$ cat src/rtl/dm_access_ctrl.sv
// dm_access_ctrl: initiator side of the data-memory port.
// It turns byte, half and word loads and stores from the CPU into whole-word dm_12k accesses.
// Sub-word stores use read-modify-write. Loads are extracted and then sign- or zero-extended.
// Optional feature macro: DM_MISALIGN_TRAP_EN. When it is defined, misaligned halves and words
// are rejected with err. When it is undefined, the low address bits are ignored.
module dm_access_ctrl #(
    parameter int unsigned ADDR_W    = 14,
    parameter int unsigned MEM_BYTES = 12288
) (
    input  logic              clk,
    input  logic              rst,
    input  logic              req,
    input  logic              wr,
    input  logic [1:0]        size,
    input  logic              sext,
    input  logic [ADDR_W-1:0] addr,
    input  logic [31:0]       wdata,
    output logic              ready,
    output logic              done,
    output logic              err,
    output logic [31:0]       rdata,
    output logic [ADDR_W-1:0] dm_addr,
    output logic [31:0]       dm_din,
    output logic              dm_we,
    input  logic [31:0]       dm_dout
);

    localparam logic [31:0] LastWord = 32'(MEM_BYTES - 4);

    typedef enum logic [2:0] {StIdle, StRd, StWr, StDone, StErr} state_e;

    state_e            state_q, state_d;
    logic              wr_q;
    logic [1:0]        size_q;
    logic              sext_q;
    logic [ADDR_W-1:0] addr_q;
    logic [31:0]       wdata_q;
    logic [31:0]       word_q;

    logic [ADDR_W-1:0] word_addr;
    logic [31:0]       req_aligned;
    logic              misalign;
    logic              illegal;
    logic [31:0]       load_val;
    logic [31:0]       merged;
    logic [7:0]        ld_byte;
    logic [15:0]       ld_half;

    assign word_addr   = {addr_q[ADDR_W-1:2], 2'b00};
    assign req_aligned = 32'({addr[ADDR_W-1:2], 2'b00});

`ifdef DM_MISALIGN_TRAP_EN
    assign misalign = (size == 2'b01 && addr[0]) || (size == 2'b10 && addr[1:0] != 2'b00);
`else
    assign misalign = 1'b0;
`endif

    assign illegal = (size == 2'b11) || (req_aligned > LastWord) || misalign;

    // Load extraction from the combinational DM read data, little-endian lanes
    always_comb begin
        ld_byte  = 8'h00;
        ld_half  = 16'h0000;
        load_val = dm_dout;
        unique case (addr_q[1:0])
            2'b00: ld_byte = dm_dout[7:0];
            2'b01: ld_byte = dm_dout[15:8];
            2'b10: ld_byte = dm_dout[23:16];
            2'b11: ld_byte = dm_dout[31:24];
        endcase
        ld_half = addr_q[1] ? dm_dout[31:16] : dm_dout[15:0];
        if (size_q == 2'b00) begin
            load_val = {{24{sext_q & ld_byte[7]}}, ld_byte};
        end else if (size_q == 2'b01) begin
            load_val = {{16{sext_q & ld_half[15]}}, ld_half};
        end
    end

    // Store merge: the new lane is placed into the previously captured word
    always_comb begin
        merged = word_q;
        if (size_q == 2'b10) begin
            merged = wdata_q;
        end else if (size_q == 2'b01) begin
            if (addr_q[1]) merged[31:16] = wdata_q[15:0];
            else           merged[15:0]  = wdata_q[15:0];
        end else begin
            unique case (addr_q[1:0])
                2'b00: merged[7:0]   = wdata_q[7:0];
                2'b01: merged[15:8]  = wdata_q[7:0];
                2'b10: merged[23:16] = wdata_q[7:0];
                2'b11: merged[31:24] = wdata_q[7:0];
            endcase
        end
    end

    // Next-state logic and the handshake and DM port outputs
    always_comb begin
        state_d = state_q;
        ready   = 1'b0;
        done    = 1'b0;
        err     = 1'b0;
        dm_addr = '0;
        dm_din  = '0;
        dm_we   = 1'b0;
        unique case (state_q)
            StIdle: begin
                ready = 1'b1;
                if (req) begin
                    if (illegal)                    state_d = StErr;
                    else if (!wr || size != 2'b10)  state_d = StRd;
                    else                            state_d = StWr;
                end
            end
            StRd: begin
                dm_addr = word_addr;
                state_d = wr_q ? StWr : StDone;
            end
            StWr: begin
                dm_addr = word_addr;
                dm_din  = merged;
                // Gate the write so that a reset edge can never commit a half-finished store
                dm_we   = ~rst;
                state_d = StDone;
            end
            StDone: begin
                done    = 1'b1;
                state_d = StIdle;
            end
            StErr: begin
                done    = 1'b1;
                err     = 1'b1;
                state_d = StIdle;
            end
            default: state_d = StIdle;
        endcase
    end

    // State register, request latch, read-word capture and load result
    always_ff @(posedge clk) begin
        if (rst) begin
            state_q <= StIdle;
            wr_q    <= 1'b0;
            size_q  <= 2'b00;
            sext_q  <= 1'b0;
            addr_q  <= '0;
            wdata_q <= '0;
            word_q  <= '0;
            rdata   <= '0;
        end else begin
            state_q <= state_d;
            if (state_q == StIdle && req) begin
                wr_q    <= wr;
                size_q  <= size;
                sext_q  <= sext;
                addr_q  <= addr;
                wdata_q <= wdata;
            end
            if (state_q == StRd) begin
                word_q <= dm_dout;
                if (!wr_q) rdata <= load_val;
            end
        end
    end

endmodule

$ cat config.mk
export PLATFORM = sky130hd
export DESIGN_NAME = dm_access_ctrl
export DESIGN_NICKNAME = d
export VERILOG_FILES = /design/src/rtl/dm_access_ctrl.sv
export SDC_FILE = /design/constraint.sdc
export NUM_CORES = 1
export LEC_CHECK = 0
export CORE_MARGIN = 5
export CORE_UTILIZATION = 37
export CTS_CLUSTER_SIZE = 14
export DETAILED_ROUTE_END_ITERATION = 10
export GPL_ROUTABILITY_DRIVEN = 0
export PLACE_DENSITY = 0.63
export SLEW_MARGIN = 20
export SYNTH_ARGS = -nofsm -noshare
export SYNTH_HDL_FRONTEND = slang
export SYNTH_SLANG_ARGS = --single-unit
$ cat constraint.sdc
create_clock -name clk -period 1.7 [get_ports clk]
set_input_delay 0.255 -clock clk [delete_from_list [all_inputs] [get_ports clk]]
set_output_delay 0.255 -clock clk [all_outputs]
set_load 0.02 [all_outputs]
==> flow_summary.ini, run 1 <==
[timing]
rsz0062_at_grt = yes
setup_viol = 76
max_freq_mhz = 487
final_hold_viol_count = 0
fin_crit_sh = 1.21
layout_setup_ws_ns = -0.354
slew_violations = 0
period_minus_slack_ns = 2.05
finClkSkew_ns = 0.00461

[placement]
placed_area_sq_um = 8150
portBuffers = 164
hpwl_mm = 15.8
dp.cells = 1118

[floorplanning]
die_w_um = 135
die_h_um = 135
num_rows = 45
ioPinCount = 167
dieArea_sq_um = 18100
start_util = 0.378
coreArea_sq_um = 15200

[power_and_ir_drop]
power.leakage_nw = 3.60
power.density_nw_per_um2 = 992
ir_drop_mv = 0.736

[logic_synthesis]
synth_top_cell_area_share = 0.407
ys.flop_type = dfxtp_1
yosysTopAreaCell = dfxtp_1
ys_seq_area_frac = 0.407
ys_top_cells_by_area = dfxtp_1, nand2_1, a21oi_1
synth_edf_count = 0
synthCells = 738
synthArstFlopShare = 0
yosys_warnings = 0
synth_area_sq_um = 5750
avgSynthCellArea_sq_um = 7.79
synth-seq-cells = 117
synthDistinctLibCells = 42

[finish]
fin_area_sq_um = 9550
multi_input_area_sq_um = 3560
final_nets = 1060
finalNonFillerCells = 1176
post-route-util = 0.628
n_fill_cell = 1258
diodes = 0
syn2layout_area_growth_pct = 66.1
seqCellArea_sq_um = 2370
layout-drive-gt1-share = 0.316

[global_route]
grt_max_degree = 69
grt.total_usage = 0.237
antenna_found_initial = 0
overflow = 0
grt_pass1_vias = 6177
grt_first_pass_wirelength_mm = 33.7

[route]
wirelength_mm = 22.5
wl_per_cell_um = 19.1
first_iter_violations = 449
vias_per_cell = 5.37
drcViolationCount = 0
via_count = 6314
ant_nets = 0
drt-pass1-iter-count = 6

[cts]
cts_sinks = 117
cts_buffers = 17
worst_skew_pair.late_latency_ns = 0.42
clk_pin_slew_ns = 0.05
tritoncts = done
clock-root-buffer = clkbuf_16
cts_hold_buf = 0
cts_max_level = 4
clockBufferDepth = 2

[run_status]
status = finished, violations left
violations = setup timing

[critical_path]
start_kind = flip-flop
worstSetupPathType = reg2out
crit_path_end_kind = output port
cp_max_fo = 8
crit_required_ns = 1.44
crit_arrival_ns = 1.80

[min_path]
min_path_type = in2reg

[job]
max_cap_violations = 0
[cell families (layout without fill, tap and decap cells)]
| logic type | Yosys count | in the layout | synth area share |
|---|---|---|---|
| AOI/OAI and AO/OA | 197 | 197 | 0.210 |
| buffers and inverters | 76 | 324 | 0.0681 |
| DFF | 117 | 117 | 0.407 |
| muxes | 34 | 34 | 0.0766 |
| other | 1 | 2 | 0.000652 |
| and+or+nand+nor | 313 | 314 | 0.237 |
[stage by stage]
step / hold WS [ns] / TNS (ns) / setup WS [ns] / power (mW)
after floorplan: 0.391 / -0.581 / -0.0587 / 4.43
after global placement: 0.439 / -21.54 / -0.436 / 5.39
after detailed placement: 0.446 / -25.27 / -0.509 / 5.44
after CTS: 0.367 / -16.66 / -0.404 / 9.22
after global routing: 0.386 / -20.75 / -0.420 / 9.85
final: 0.387 / -16.44 / -0.354 / 9.47
[cell type report]
type	count	area share
Sequential cell	117	0.248
Multi-Input combinational cell	547	0.373
Timing Repair Buffer	282	0.289
Clock buffer	23	0.0511
Inverter	10	0.00393
Clock inverter	9	0.0105
Tap cell	188	0.0246
[where the power goes]
part           switching [mW]  total, mW  leakage (nW)  internal [mW]
combinational            1.38       2.70          2.35           1.32
sequential              0.217       3.21         0.961           3.00
clock                    1.26       3.55         0.289           2.30
[cell usage after synthesis, types with 7 or more instances]
cell type and number:
a211o_1 7, a211oi_1 31, a21oi_1 101, a221oi_1 9, buf_2 16, buf_4 9, buf_6 7, clkbuf_1 32
dfxtp_1 117, inv_1 10, mux2i_1 26, mux4_2 8, nand2_1 192, nor2_1 69, nor2b_1 13, nor3_1 13
o21a_1 7, o21ai_0 26, o22ai_1 8
[cell usage in the layout, fill, tap and decap left out, types with 3 or more instances in the layout]
cell	count
a221oi_2	7
a21oi_1	95
mux4_2	8
o22ai_1	5
buf_6	37
clkbuf_16	20
nor2_4	4
buf_4	104
nor3_1	12
clkinv_2	5
a211oi_2	29
nor2_1	61
buf_2	8
nand2b_4	4
nand2_1	192
nor3b_4	4
buf_12	12
mux2i_2	4
o21ai_2	3
o21ai_1	12
dfxtp_4	6
o21ai_0	11
inv_1	10
nor2_2	5
nor2b_4	11
mux2i_1	21
a211o_1	7
clkbuf_8	4
clkdlybuf4s50_1	115
dfxtp_1	110
o21a_1	7
nor3_2	4
a21oi_2	5
[state kept, by name (all words and copies together) (netlist names)]
name and count:
wdata_q 32, addr_q 14, wr_q 1, state_q 3, size_q 2, sext_q 1, word_q 32, rdata 32
[path summary, 6_finish.rpt]
path | from | to | slack [ns] | cells past startpoint
worst max-delay path | size_q[0] | dm_din[2] | -0.35 | 6
worst min-delay path | wdata[22] | wdata_q[22] | 0.39 | 3
worst max register to register | addr_q[1] | rdata[11] | -0.21 | 8
worst min register to register | addr_q[3] | addr_q[3] | 0.45 | 2
[critical path, stage by stage, from the launching register on]
cell and delay [ns]:
dfxtp_2 0.36, nor3b_4 0.17, nor3_4 0.24, buf_12 0.17
mux2i_4 0.22, nor2_1 0.06, buf_4 0.16
[metal layers]
layer / share of wire / global-route usage / wire length, um / up-vias
met5: 0 / 0 / 0 / -
met4: 0.024 / 0.0871 / 530 / 0
met3: 0.089 / 0.0723 / 1990 / 41
met2: 0.49 / 0.394 / 11000 / 272
met1: 0.40 / 0.290 / 8990 / 2996
li1: - / - / - / 3005
[timing repair]
action	CTS	global route
cloned	3	2
gates resized for setup	307	102
buffers inserted	14	13
endpoints found under the setup margin	80	99
pin swaps	19	32
Note: power is estimated with default switching activity, not from simulation.
==> run 2: changes to the inputs <==
Settings changed: CAP_MARGIN from default to 20, CORE_UTILIZATION 37 to 25, PLACE_DENSITY 0.63 to 0.46.
==> flow_summary.ini, run 2 (synthesis results as in run 1) <==
[route]
first_iter_violations = 280
wl_per_cell_um = 18.4
via_count = 6126
drcViolationCount = 0
vias_per_cell = 4.76
ant_nets = 0
wirelength_mm = 23.6
drt-pass1-iter-count = 5

[power_and_ir_drop]
power.leakage_nw = 3.69
ir_drop_mv = 0.790
power.density_nw_per_um2 = 990

[floorplanning]
die_h_um = 162
die_w_um = 162
dieArea_sq_um = 26100
coreArea_sq_um = 22600
start_util = 0.254
ioPinCount = 167
num_rows = 55

[critical_path]
cpMaxStageDelayCell = dfxtp_4
cp_top_family = flip-flops
cp_max_fo = 6
max_stage_delay_ns = 0.36
worstSetupPathType = reg2out
reg2reg_slack_ns = -0.24
crit_arrival_ns = 1.82
crit_path_end_kind = output port
worstPathCellList = nand2b_4, a21boi_4, buf_6, mux2i_2, a21oi_1, buf_2
start_kind = flip-flop
crit_required_ns = 1.44
critPathBufInv = 2

[timing]
rsz0062_at_grt = yes
fin_setup_tns_ns = -17.02
finClkSkew_ns = 0.0101
fin_hold_ws_ns = 0.342
setup_viol = 77
max_freq_mhz = 483
slew_violations = 0
layout_setup_ws_ns = -0.371
fin_crit_sh = 1.22
final_hold_viol_count = 0
period_minus_slack_ns = 2.07

[global_route]
gr-usage-met2 = 0.298
grt_pass1_vias = 6282
grt_first_pass_wirelength_mm = 36.1
use_met1 = 0.229
grt.total_usage = 0.178
grt_max_degree = 46
antenna_found_initial = 0
busiest_layer = met2
overflow = 0
grt_use_met3 = 0.0467

[min_path]
min_path_type = in2reg

[placement]
portBuffers = 164
hpwl_mm = 17.5

[run_status]
status = finished, violations left
violations = setup timing

[cts]
clock-root-buffer = clkbuf_16
cts_sinks = 117
clk_pin_slew_ns = 0.06
clockBufferDepth = 2
cts_max_level = 4
worst_skew_pair.late_latency_ns = 0.42
tritoncts = done
cts_hold_buf = 0
cts_buffers = 17

[finish]
final_nets = 1074
final_cell_mix = nand2_1, buf_4, clkdlybuf4s50_1
final_common_cell = nand2_1
layout-drive-gt1-share = 0.338
top_regs = rdata (32), wdata_q (32), word_q (32)
syn2layout_area_growth_pct = 72.3

[job]
max_cap_violations = 0
[run 2: per-stage QoR]
step / util / std cells / total power, mW / setup WS [ns] / area (sq um)
after floorplan: - / 739 / 4.43 / -0.0587 / 5830
after global placement: 0.371 / 1233 / 5.56 / -0.592 / 8410
after detailed placement: 0.371 / 1233 / 5.57 / -0.680 / 8410
after CTS: 0.421 / 1277 / 9.70 / -0.425 / 9530
after global routing: 0.438 / 1286 / 10.3 / -0.439 / 9910
final: 0.438 / 1287 / 9.81 / -0.371 / 9910
[run 2: final timing paths]
kind | start | endpoint | cells past startpoint
min reg2reg | wdata_q[17] | wdata_q[17] | 2
max | size_q[1] | dm_din[16] | 6
max reg2reg | addr_q[0] | rdata[14] | 7
min | rst | addr_q[3] | 3
[run 2: power breakdown]
| group | switching, mW | internal, mW |
|---|---|---|
| Combinational | 1.44 | 1.36 |
| Sequential | 0.190 | 3.00 |
| Clock | 1.30 | 2.52 |
[run 2: cell type report]
cell class	instances	area, sq um
antenna	1	2.50
clock buffer	23	508
clock inverter	8	120
fill	2263	12700
inverter	10	37.5
multi-input combinational	547	3700
sequential	117	2370
tap	285	357
timing repair buffer	296	2820
[run 2: repair_timing]
| action | 4_1_cts | 5_1_grt |
|---|---|---|
| pin swaps | 21 | 31 |
| gates resized for setup | 337 | 96 |
| gates cloned | 1 | 0 |
| setup buffers | 13 | 13 |
| hold endpoints to repair | 0 | 0 |
| setup endpoints to repair | 80 | 79 |
[run 2: metal layers]
| layer | part of all wire | vias up |
|---|---|---|
| met5 | 0 | - |
| met4 | 0.016 | 0 |
| met3 | 0.066 | 28 |
| met2 | 0.48 | 165 |
| met1 | 0.44 | 2902 |
| li1 | - | 3031 |
[run 2: worst min-delay path: stages]
cell and delay [ns]:
buf_4 0.14, buf_4 0.25, a21oi_1 0.06
